`config.mk`:
```
export PLATFORM = sky130hd
export DESIGN_NAME = alu_pipe
export DESIGN_NICKNAME = d
export VERILOG_FILES = /design/src/rtl/alu_pkg.sv /design/src/rtl/alu_mul_seq.sv /design/src/rtl/alu_pipe.sv
export SDC_FILE = /design/constraint.sdc
export NUM_CORES = 1
export LEC_CHECK = 0
export ABC_AREA = 0
export CAP_MARGIN = 20
export CORE_ASPECT_RATIO = 1.5
export CORE_MARGIN = 1.5
export CORE_UTILIZATION = 30
export DETAILED_ROUTE_END_ITERATION = 8
export SLEW_MARGIN = 20
export SYNTH_ARGS = -nofsm -noshare
export SYNTH_HDL_FRONTEND = slang
export SYNTH_HIERARCHICAL = 1
export SYNTH_SLANG_ARGS = --single-unit
```
`constraint.sdc`:
```
create_clock -name clk -period 4.25 [get_ports clk]
set_input_delay 0.6375 -clock clk [delete_from_list [all_inputs] [get_ports clk]]
set_output_delay 0.6375 -clock clk [all_outputs]
set_load 0.02 [all_outputs]
```
`src/rtl/alu_pkg.sv`:
```
// alu_pkg: shared definitions for the alu_pipe datapath.
//   - 4-bit opcode encodings OP_ADD..OP_MUL (opcodes 11..15 are illegal)
//   - bit positions of the status flags inside the {N,V,C,Z} flag vector
//   - encoding of the control FSM states
package alu_pkg;

   localparam logic [3:0] OP_ADD    = 4'd0;
   localparam logic [3:0] OP_SUB    = 4'd1;
   localparam logic [3:0] OP_AND    = 4'd2;
   localparam logic [3:0] OP_OR     = 4'd3;
   localparam logic [3:0] OP_XOR    = 4'd4;
   localparam logic [3:0] OP_SHR    = 4'd5;
   localparam logic [3:0] OP_SHL    = 4'd6;
   localparam logic [3:0] OP_SRA    = 4'd7;
   localparam logic [3:0] OP_CMPGTU = 4'd8;
   localparam logic [3:0] OP_CMPLTS = 4'd9;
   localparam logic [3:0] OP_MUL    = 4'd10;

   localparam int FLG_Z = 0;
   localparam int FLG_C = 1;
   localparam int FLG_V = 2;
   localparam int FLG_N = 3;

   typedef enum logic {
      ST_IDLE = 1'b0,
      ST_MUL  = 1'b1
   } state_t;

endpackage

```
`src/rtl/alu_mul_seq.sv`:
```
// alu_mul_seq: sequential unsigned shift-add multiplier, one multiplier bit
// per clock.
//   clk, rst  clock and synchronous active-high reset (abandons any operation)
//   start     load a/b and begin; ignored by nobody, caller only pulses it when idle
//   a, b      WIDTH-bit unsigned operands
//   done      high during the last step (WIDTH-th cycle after start)
//   product   2*WIDTH-bit product; valid in the cycle done is high
module alu_mul_seq
   import alu_pkg::*;
#(
   parameter int WIDTH = 8
) (
   input  logic                 clk,
   input  logic                 rst,
   input  logic                 start,
   input  logic [WIDTH-1:0]     a,
   input  logic [WIDTH-1:0]     b,
   output logic                 done,
   output logic [2*WIDTH-1:0]   product
);

   localparam int CW = (WIDTH > 1) ? $clog2(WIDTH) : 1;
   localparam logic [CW-1:0] CNT_ONE  = CW'(1);
   localparam logic [CW-1:0] CNT_LAST = CW'(WIDTH - 1);

   logic                 run_r;
   logic [CW-1:0]        cnt_r;
   logic [2*WIDTH-1:0]   mcand_r;
   logic [WIDTH-1:0]     mplier_r;
   logic [2*WIDTH-1:0]   acc_r;
   logic [2*WIDTH-1:0]   acc_nxt_s;

   // Partial-product accumulate for the current multiplier bit.
   always_comb begin
      acc_nxt_s = acc_r;
      if (mplier_r[0]) begin
         acc_nxt_s = acc_r + mcand_r;
      end else begin
         acc_nxt_s = acc_r;
      end
   end

   // The final step's sum is presented directly so the caller can register
   // it on the same edge that ends the operation.
   assign done    = run_r & (cnt_r == CNT_LAST);
   assign product = acc_nxt_s;

   // Operand shift registers, accumulator and step counter.
   always_ff @(posedge clk) begin
      if (rst) begin
         run_r    <= 1'b0;
         cnt_r    <= {CW{1'b0}};
         mcand_r  <= {(2*WIDTH){1'b0}};
         mplier_r <= {WIDTH{1'b0}};
         acc_r    <= {(2*WIDTH){1'b0}};
      end else if (start) begin
         run_r    <= 1'b1;
         cnt_r    <= {CW{1'b0}};
         mcand_r  <= {{WIDTH{1'b0}}, a};
         mplier_r <= b;
         acc_r    <= {(2*WIDTH){1'b0}};
      end else if (run_r) begin
         acc_r    <= acc_nxt_s;
         mcand_r  <= {mcand_r[2*WIDTH-2:0], 1'b0};
         mplier_r <= {1'b0, mplier_r[WIDTH-1:1]};
         cnt_r    <= cnt_r + CNT_ONE;
         run_r    <= ~done;
      end else begin
         run_r    <= 1'b0;
      end
   end

endmodule

```
`src/rtl/alu_pipe.sv`:
```
// alu_pipe: registered ALU with valid/ready handshakes and {N,V,C,Z} flags.
// Single-cycle ops complete with latency 1 at one op per cycle; opcode 10 is
// a WIDTH-step unsigned multiply when built with the macro ALU_MUL_EN, and an
// illegal opcode otherwise.
// Ports:
//   clk, rst                clock, synchronous active-high reset
//   in_valid/in_ready       operand handshake (in_ready is combinational)
//   in_a, in_b, in_op       WIDTH-bit operands, 4-bit opcode
//   out_valid/out_ready     result handshake; outputs held while stalled
//   out_result              2*WIDTH-bit result
//   out_flags               {N,V,C,Z}
//   out_err                 illegal opcode
//   busy                    multiplier running
module alu_pipe
   import alu_pkg::*;
#(
   parameter int WIDTH = 8
) (
   input  logic                 clk,
   input  logic                 rst,
   input  logic                 in_valid,
   output logic                 in_ready,
   input  logic [WIDTH-1:0]     in_a,
   input  logic [WIDTH-1:0]     in_b,
   input  logic [3:0]           in_op,
   output logic                 out_valid,
   input  logic                 out_ready,
   output logic [2*WIDTH-1:0]   out_result,
   output logic [3:0]           out_flags,
   output logic                 out_err,
   output logic                 busy
);

   // Shift-amount limits expressed in the width of in_b.
   localparam logic [WIDTH-1:0] LIM_W  = WIDTH'(WIDTH);
   localparam logic [WIDTH-1:0] LIM_2W = WIDTH'(2 * WIDTH);

   logic                 accept_s;
   logic                 idle_s;
   logic                 mul_op_s;
   logic                 mul_done_s;
   logic [2*WIDTH-1:0]   mul_product_s;

   logic [WIDTH:0]       sum_s;
   logic [WIDTH:0]       dif_s;
   logic [2*WIDTH-1:0]   sext_a_s;
   logic [2*WIDTH-1:0]   alu_res_s;
   logic                 alu_c_s;
   logic                 alu_v_s;
   logic                 alu_err_s;
   logic [3:0]           alu_flags_s;
   logic [3:0]           mul_flags_s;

   logic                 valid_nxt_s;
   logic [2*WIDTH-1:0]   result_nxt_s;
   logic [3:0]           flags_nxt_s;
   logic                 err_nxt_s;

`ifdef ALU_MUL_EN
   state_t state_r;
   state_t state_nxt_s;
   logic   mul_start_s;

   assign mul_op_s    = (in_op == OP_MUL);
   assign mul_start_s = accept_s & mul_op_s;

   alu_mul_seq #(.WIDTH(WIDTH)) u_mul (
      .clk     (clk),
      .rst     (rst),
      .start   (mul_start_s),
      .a       (in_a),
      .b       (in_b),
      .done    (mul_done_s),
      .product (mul_product_s)
   );

   // FSM state register.
   always_ff @(posedge clk) begin
      if (rst) begin
         state_r <= ST_IDLE;
      end else begin
         state_r <= state_nxt_s;
      end
   end

   // FSM next state: leave IDLE on a multiply accept, return when it finishes.
   always_comb begin
      state_nxt_s = state_r;
      case (state_r)
         ST_IDLE: begin
            if (mul_start_s) begin
               state_nxt_s = ST_MUL;
            end else begin
               state_nxt_s = ST_IDLE;
            end
         end
         ST_MUL: begin
            if (mul_done_s) begin
               state_nxt_s = ST_IDLE;
            end else begin
               state_nxt_s = ST_MUL;
            end
         end
         default: state_nxt_s = ST_IDLE;
      endcase
   end

   assign idle_s = (state_r == ST_IDLE);
   assign busy   = (state_r == ST_MUL);
`else
   assign mul_op_s      = 1'b0;
   assign mul_done_s    = 1'b0;
   assign mul_product_s = {(2*WIDTH){1'b0}};
   assign idle_s        = 1'b1;
   assign busy          = 1'b0;
`endif

   assign in_ready = ~rst & idle_s & (~out_valid | out_ready);
   assign accept_s = in_valid & in_ready;

   // Single-cycle datapath: opcode decode, result and carry/overflow.
   // Opcode 10 falls into the illegal branch here; when the multiplier is
   // built it is steered away from this result before it can be used.
   always_comb begin
      sum_s     = {1'b0, in_a} + {1'b0, in_b};
      dif_s     = {1'b0, in_a} - {1'b0, in_b};
      sext_a_s  = {{WIDTH{in_a[WIDTH-1]}}, in_a};
      alu_res_s = {(2*WIDTH){1'b0}};
      alu_c_s   = 1'b0;
      alu_v_s   = 1'b0;
      alu_err_s = 1'b0;
      case (in_op)
         OP_ADD: begin
            alu_res_s = {{(WIDTH-1){1'b0}}, sum_s};
            alu_c_s   = sum_s[WIDTH];
            alu_v_s   = (in_a[WIDTH-1] == in_b[WIDTH-1]) & (sum_s[WIDTH-1] != in_a[WIDTH-1]);
         end
         OP_SUB: begin
            // The borrow bit doubles as the sign of the W+1-bit difference.
            alu_res_s = {{(WIDTH-1){dif_s[WIDTH]}}, dif_s};
            alu_c_s   = dif_s[WIDTH];
            alu_v_s   = (in_a[WIDTH-1] != in_b[WIDTH-1]) & (dif_s[WIDTH-1] != in_a[WIDTH-1]);
         end
         OP_AND: alu_res_s = {{WIDTH{1'b0}}, in_a & in_b};
         OP_OR:  alu_res_s = {{WIDTH{1'b0}}, in_a | in_b};
         OP_XOR: alu_res_s = {{WIDTH{1'b0}}, in_a ^ in_b};
         OP_SHR: begin
            if (in_b >= LIM_W) begin
               alu_res_s = {(2*WIDTH){1'b0}};
            end else begin
               alu_res_s = {{WIDTH{1'b0}}, in_a >> in_b};
            end
         end
         OP_SHL: begin
            if (in_b >= LIM_2W) begin
               alu_res_s = {(2*WIDTH){1'b0}};
            end else begin
               alu_res_s = {{WIDTH{1'b0}}, in_a} << in_b;
            end
         end
         OP_SRA: begin
            if (in_b >= LIM_W) begin
               alu_res_s = {(2*WIDTH){in_a[WIDTH-1]}};
            end else begin
               alu_res_s = $signed(sext_a_s) >>> in_b;
            end
         end
         OP_CMPGTU: alu_res_s = {{(2*WIDTH-1){1'b0}}, (in_a > in_b)};
         OP_CMPLTS: alu_res_s = {{(2*WIDTH-1){1'b0}}, ($signed(in_a) < $signed(in_b))};
         default:   alu_err_s = 1'b1;
      endcase
   end

   // Status flags for the single-cycle path and for a finished multiply.
   always_comb begin
      alu_flags_s = 4'b0000;
      mul_flags_s = 4'b0000;
      if (alu_err_s) begin
         alu_flags_s = 4'b0000;
      end else begin
         alu_flags_s[FLG_Z] = (alu_res_s[WIDTH-1:0] == {WIDTH{1'b0}});
         alu_flags_s[FLG_C] = alu_c_s;
         alu_flags_s[FLG_V] = alu_v_s;
         alu_flags_s[FLG_N] = alu_res_s[WIDTH-1];
      end
      mul_flags_s[FLG_Z] = (mul_product_s == {(2*WIDTH){1'b0}});
   end

   // Output register next values: load on completion, drop valid after a
   // transfer, otherwise hold everything stable.
   always_comb begin
      valid_nxt_s  = out_valid;
      result_nxt_s = out_result;
      flags_nxt_s  = out_flags;
      err_nxt_s    = out_err;
      if (mul_done_s) begin
         valid_nxt_s  = 1'b1;
         result_nxt_s = mul_product_s;
         flags_nxt_s  = mul_flags_s;
         err_nxt_s    = 1'b0;
      end else if (accept_s) begin
         if (mul_op_s) begin
            // Any previous result is being transferred this cycle.
            valid_nxt_s = 1'b0;
         end else begin
            valid_nxt_s  = 1'b1;
            result_nxt_s = alu_res_s;
            flags_nxt_s  = alu_flags_s;
            err_nxt_s    = alu_err_s;
         end
      end else if (out_valid & out_ready) begin
         valid_nxt_s = 1'b0;
      end else begin
         valid_nxt_s = out_valid;
      end
   end

   // Output registers.
   always_ff @(posedge clk) begin
      if (rst) begin
         out_valid  <= 1'b0;
         out_result <= {(2*WIDTH){1'b0}};
         out_flags  <= 4'b0000;
         out_err    <= 1'b0;
      end else begin
         out_valid  <= valid_nxt_s;
         out_result <= result_nxt_s;
         out_flags  <= flags_nxt_s;
         out_err    <= err_nxt_s;
      end
   end

endmodule
```
Word-level counts from Yosys, hierarchy flattened:

Index checks and enable logic that the tools add are counted.

* bits in registers: 22
* bits in latches: 0
* bits in writable memories: 0
* ROM bits: 0
* input bits: 24
* output and inout bits: 24
* memories: 0

* $add $sub $neg: 2
* multipliers: 0
* div/mod/pow operators: 0
* order comparisons: 4
* equality and inequality tests: 13
* shift-type cells: 3
* mux-type cells: 10
* bitwise logic cells: 11
* reductions and logical operators: 4

Operator list (count)
* $pmux W16 S10: 1
* $mux W16: 2
* $eq A4 B3 Y1 const B: 4
* $shl A8 B8 Y16: 1
* $sshr A8 B8 Y16: 1
* $reduce_or A10 Y1: 1
* $add A8 B8 Y9: 1
* $sub A8 B8 Y9: 1
* $and A8 B8 Y8: 1
* $eq A4 B2 Y1 const B: 2
* $eq A4 B4 Y1 const B: 2
* $ge A8 B4 Y1 const B: 1
* $ge A8 B5 Y1 const B: 1
* $gt A8 B8 Y1: 1
* $logic_not A8 Y1: 1
* $lt A8 B8 Y1: 1
* $mux W8: 1
* $or A8 B8 Y8: 1
* $shr A8 B8 Y8: 1
* $xor A8 B8 Y8: 1
* $and A1 B1 Y1: 5
* $eq A4 B1 Y1 const B: 1
* $logic_not A4 Y1: 1
* $mux W4: 1
* 7 further kinds: 13

Logic depth before layout (Yosys ltp):

* word-level depth: 5
* gate-level depth with buffers: 12
* depth with buffers taken out: 11

Least setup slack after synthesis:

Ideal clock, no wire load.

* kind: input to register
* start: input port in_b[3]
* end: register out_flags[0]
* setup time: 69 ps
* arrival: 3568 ps
* required time: 4181 ps
* setup slack: 613 ps
* stages on the path: 11
* cell sequence: clkbuf_1 -> clkbuf_1 -> clkinv_1 -> ha_1 -> clkbuf_1 -> a221oi_1 -> or3_1 -> a21oi_1 -> mux2_2 -> or4_1 -> o21ai_1

* cells in the longest elaborated chain, start to end: 5

RTL lines
* start: declaration: line alu_pipe.sv:24 `input logic [WIDTH-1:0] in_b,`
* $ge A8 B4 Y1 (tied with other cells): line alu_pipe.sv:148, alu_pipe.sv:162
* $mux W16 (tied with other cells): line alu_pipe.sv:162 `if (in_b >= LIM_W) begin`
* $pmux W16 S10 *: line alu_pipe.sv:132 `case (in_op)`
* $logic_not A8 Y1 *: line alu_pipe.sv:181 `alu_flags_s[FLG_Z] = (alu_res_s[WIDTH-1:0] == {WIDTH{1'b0}});`
* $mux W4 *: line alu_pipe.sv:178 `if (alu_err_s) begin`
* end signal: assignment: line alu_pipe.sv:228 `out_flags <= flags_nxt_s;`
* end: declaration: line alu_pipe.sv:29 `output logic [3:0] out_flags,`

Mark *: on every way between the ends. The rest lies on a longest branch, timed or not.
A chain may end at the register's enable or synchronous reset.

Worst setup path after layout:

* start: input port in_b[0]
* end: register out_flags[0]

Same word-level chain as after synthesis.

==> flow_summary.json <==
{
  "status": "finished, final reports clean",
  "cts_setup_buffers": 0,
  "dp.final_hpwl_mm": 10.0,
  "io_buffer_count": 46,
  "avgViaCountPerCell": 5.90,
  "netlist_instances": 441,
  "layout-drive-gt1-share_pct": 10.9,
  "die_x_um": 87.4,
  "synth-main-ff-cell": "dfxtp_1",
  "r2r-start": "out_valid",
  "fmax_mhz": 274,
  "stdcell_area_sq_mm": 0.00402,
  "drt_pass1_iterations": 5,
  "synthDominantCellAreaShare_pct": 13.8,
  "cp_slowest_stage_delay_ns": 0.48,
  "powerDensity_mw_per_mm2": 186,
  "nets": 539,
  "r2r-end": "out_flags[0]",
  "ctsHoldBuffers": 0,
  "postLayoutCoreUtil_pct": 38.3,
  "worstPathRequired_ns": 4.44,
  "final_hold_viol_count": 0,
  "setup_viol": 0,
  "startpoint_type": "input port",
  "grtUsageTotal_pct": 21.4,
  "hold_depth": 2,
  "ant_nets": 0,
  "cts.repair.resized": 0,
  "relSlewSlack_pct": 32.6,
  "grt_pass1_wl_mm": 18.8,
  "finalCritPeriodShare_pct": 85.8,
  "dpl-instance-area_sq_mm": 0.00393,
  "clk_pin_slew_ns": 0.05,
  "h-tree-depth": 1,
  "critPathLaunch": "in_b[0]",
  "drv_cap": 0,
  "irDropWorstVdd_mv": 0.126,
  "finalCriticalPeriod_ns": 3.65,
  "cts_tree": "built",
  "via_count": 3726,
  "overflow": 0,
  "clock_skew_ns": 0.000438,
  "synth.distinct_cells": 70,
  "min-delay-start": "out_flags[3]",
  "drtIter0Drc": 350,
  "finalPower_uw": 748,
  "die-area_sq_mm": 0.0113,
  "synth_warnings": 6,
  "hold_end": "out_flags[3]",
  "cpLargestDelayFamily": "buffers and inverters",
  "grt_setup_unrepaired": "no",
  "die_h_um": 130,
  "grt_util_met2_pct": 36.2,
  "drc": 0,
  "yosysSeqAreaShare_pct": 13.8,
  "synth.avg_cell_area_sq_um": 7.26,
  "async_reset_ff_share_pct": 0,
  "rows": 46,
  "syn2layout_area_growth_pct": 25.4,
  "ioPinCount": 48,
  "grt_max_degree": 26,
  "clk_path_buf_depth": 2,
  "max_slew.worst_pin.slew_ns": 0.997,
  "synth_edf_count": 0,
  "n_antenna_cell": 0,
  "use_met3_pct": 1.40,
  "antenna_found_initial": 0,
  "coreArea_sq_mm": 0.0105,
  "tns_ns": 0,
  "netlist_area_sq_mm": 0.00320,
  "crit_fanout": 25,
  "grt_pass1_vias": 3568,
  "yosys.area.top_type": "dfxtp_1",
  "leakage_nw": 1.54,
  "wl_per_cell_um": 19.5,
  "endpoint_kind": "register",
  "cts_sinks": 22,
  "critical_path_arrival_ns": 3.84,
  "busiest_layer": "met2",
  "grtUsageMet1_pct": 24.5,
  "path_cells": "clkdlybuf4s50_1 > buf_4 > ha_1 > inv_1 > fa_1 > nor2b_1 > o211a_1 > o22ai_1 > mux2i_1 > nor4b_1 > nand4b_1 > o21ai_1",
  "crit_type": "input port to register",
  "clock_latency_ns": 0.25,
  "worst-path-buf-inv": 3,
  "hold_class": "register to register",
  "reg2regPathDepth": 7,
  "worst_path_max_delay_cell": "clkdlybuf4s50_1",
  "synth.top_cells.by_area": "dfxtp_1 (14%), ha_1 (9.4%), mux2i_1 (5.6%)",
  "filler_cell_count": 1172,
  "start_util_pct": 30.6,
  "cts_buffers": 3,
  "synth_commonest_cells": "nand2_1 (35), nor2_1 (35), a21oi_1 (29), clkbuf_1 (29)",
  "gp_congestion": 0.962,
  "syn_nets": 491,
  "root_buffer": "clkbuf_16",
  "wl_mm": 12.3,
  "synth_seq_cells": 22,
  "maxSlewViolCount": 0,
  "reg2reg_slack_ns": 2.09
}
-- worst max path at each step --
stage,to,slack [ns],cells after the start
after floorplan,out_flags[0],0.61,11
after CTS,out_flags[0],0.60,12
after detailed placement,out_flags[0],0.34,12
after global placement,out_flags[0],0.33,12
after global routing,out_flags[0],0.36,12
final,out_flags[0],0.60,12
-- layout by cell type, fill, tap and decap left out, types with 4 or more instances in the layout --
| master | instances |
|---|---|
| clkdlybuf4s50_1 | 46 |
| nor2_1 | 35 |
| nand2_1 | 35 |
| a21oi_1 | 29 |
| buf_4 | 29 |
| inv_1 | 24 |
| ha_1 | 24 |
| dfxtp_1 | 22 |
| nand3_1 | 19 |
| mux2i_1 | 18 |
| nor3_1 | 15 |
| o21ai_0 | 15 |
| o21ai_1 | 11 |
| nand4_1 | 10 |
| nor4_1 | 9 |
| nand2b_1 | 9 |
| nor2b_1 | 7 |
| or3_1 | 6 |
| or4_1 | 6 |
| o22ai_1 | 6 |
| a22oi_1 | 6 |
| mux2_2 | 5 |
| or2_2 | 5 |
| mux4_2 | 5 |
| a21o_1 | 4 |
| nand3b_1 | 4 |
| a2bb2oi_1 | 4 |
| o21a_1 | 4 |
-- logic make-up after synthesis --
logic type / after synthesis / share of synthesized area, %
buffers and inverters: 58 / 6.99
flip-flops: 22 / 13.8
XOR/XNOR: 4 / 1.09
AO/OA/AOI/OAI: 118 / 25.1
AND/OR/NAND/NOR: 182 / 30.7
multiplexers: 30 / 11.6
other: 1 / 0.117
adder cells (fa/ha/maj): 26 / 10.6
-- per-layer routing --
layer	routed length, um	part of all wire [%]
met1	4720	38
met2	5830	47
met5	0	0
met4	1050	8.6
met3	679	5.5
-- area by class of cell --
type                       instances  area (sq um)  share of cell area, %
timing repair buffer              75           678                   16.9
inverter                          26          97.6                   2.43
tap                              144           180                   4.49
clock buffer                       3          75.1                   1.87
multi-input combinational        361          2540                   63.4
sequential                        22           440                   11.0
-- where the power goes --
group	leakage, nW	switching (mW)	total (mW)	internal (mW)
sequential	0.178	0.00316	0.216	0.213
clock	0.0370	0.0704	0.195	0.124
combinational	1.32	0.201	0.338	0.137
-- worst reg2reg max path, cell delays in order (launching register included) --
cell,delay (ns)
dfxtp_1,0.31
nor2b_1,0.14
nor2_1,0.19
and2_1,0.20
nand2_1,0.18
or4b_1,0.55
or4_1,0.40
o21ai_1,0.12
-- through the flow --
step	cells	hold WS (ns)	setup WS, ns
finish	631	0.450	0.602
global route	631	0.479	0.356
CTS	631	0.455	0.603
detailed placement	628	0.442	0.342
global placement	628	0.439	0.326
floorplan	441	0.521	0.613
-- registers in the layout (all words and copies together), names as in the netlist --
register,flops
out_result,16
out_flags,4
out_err,1
out_valid,1
(Power assumes the default switching activity.)
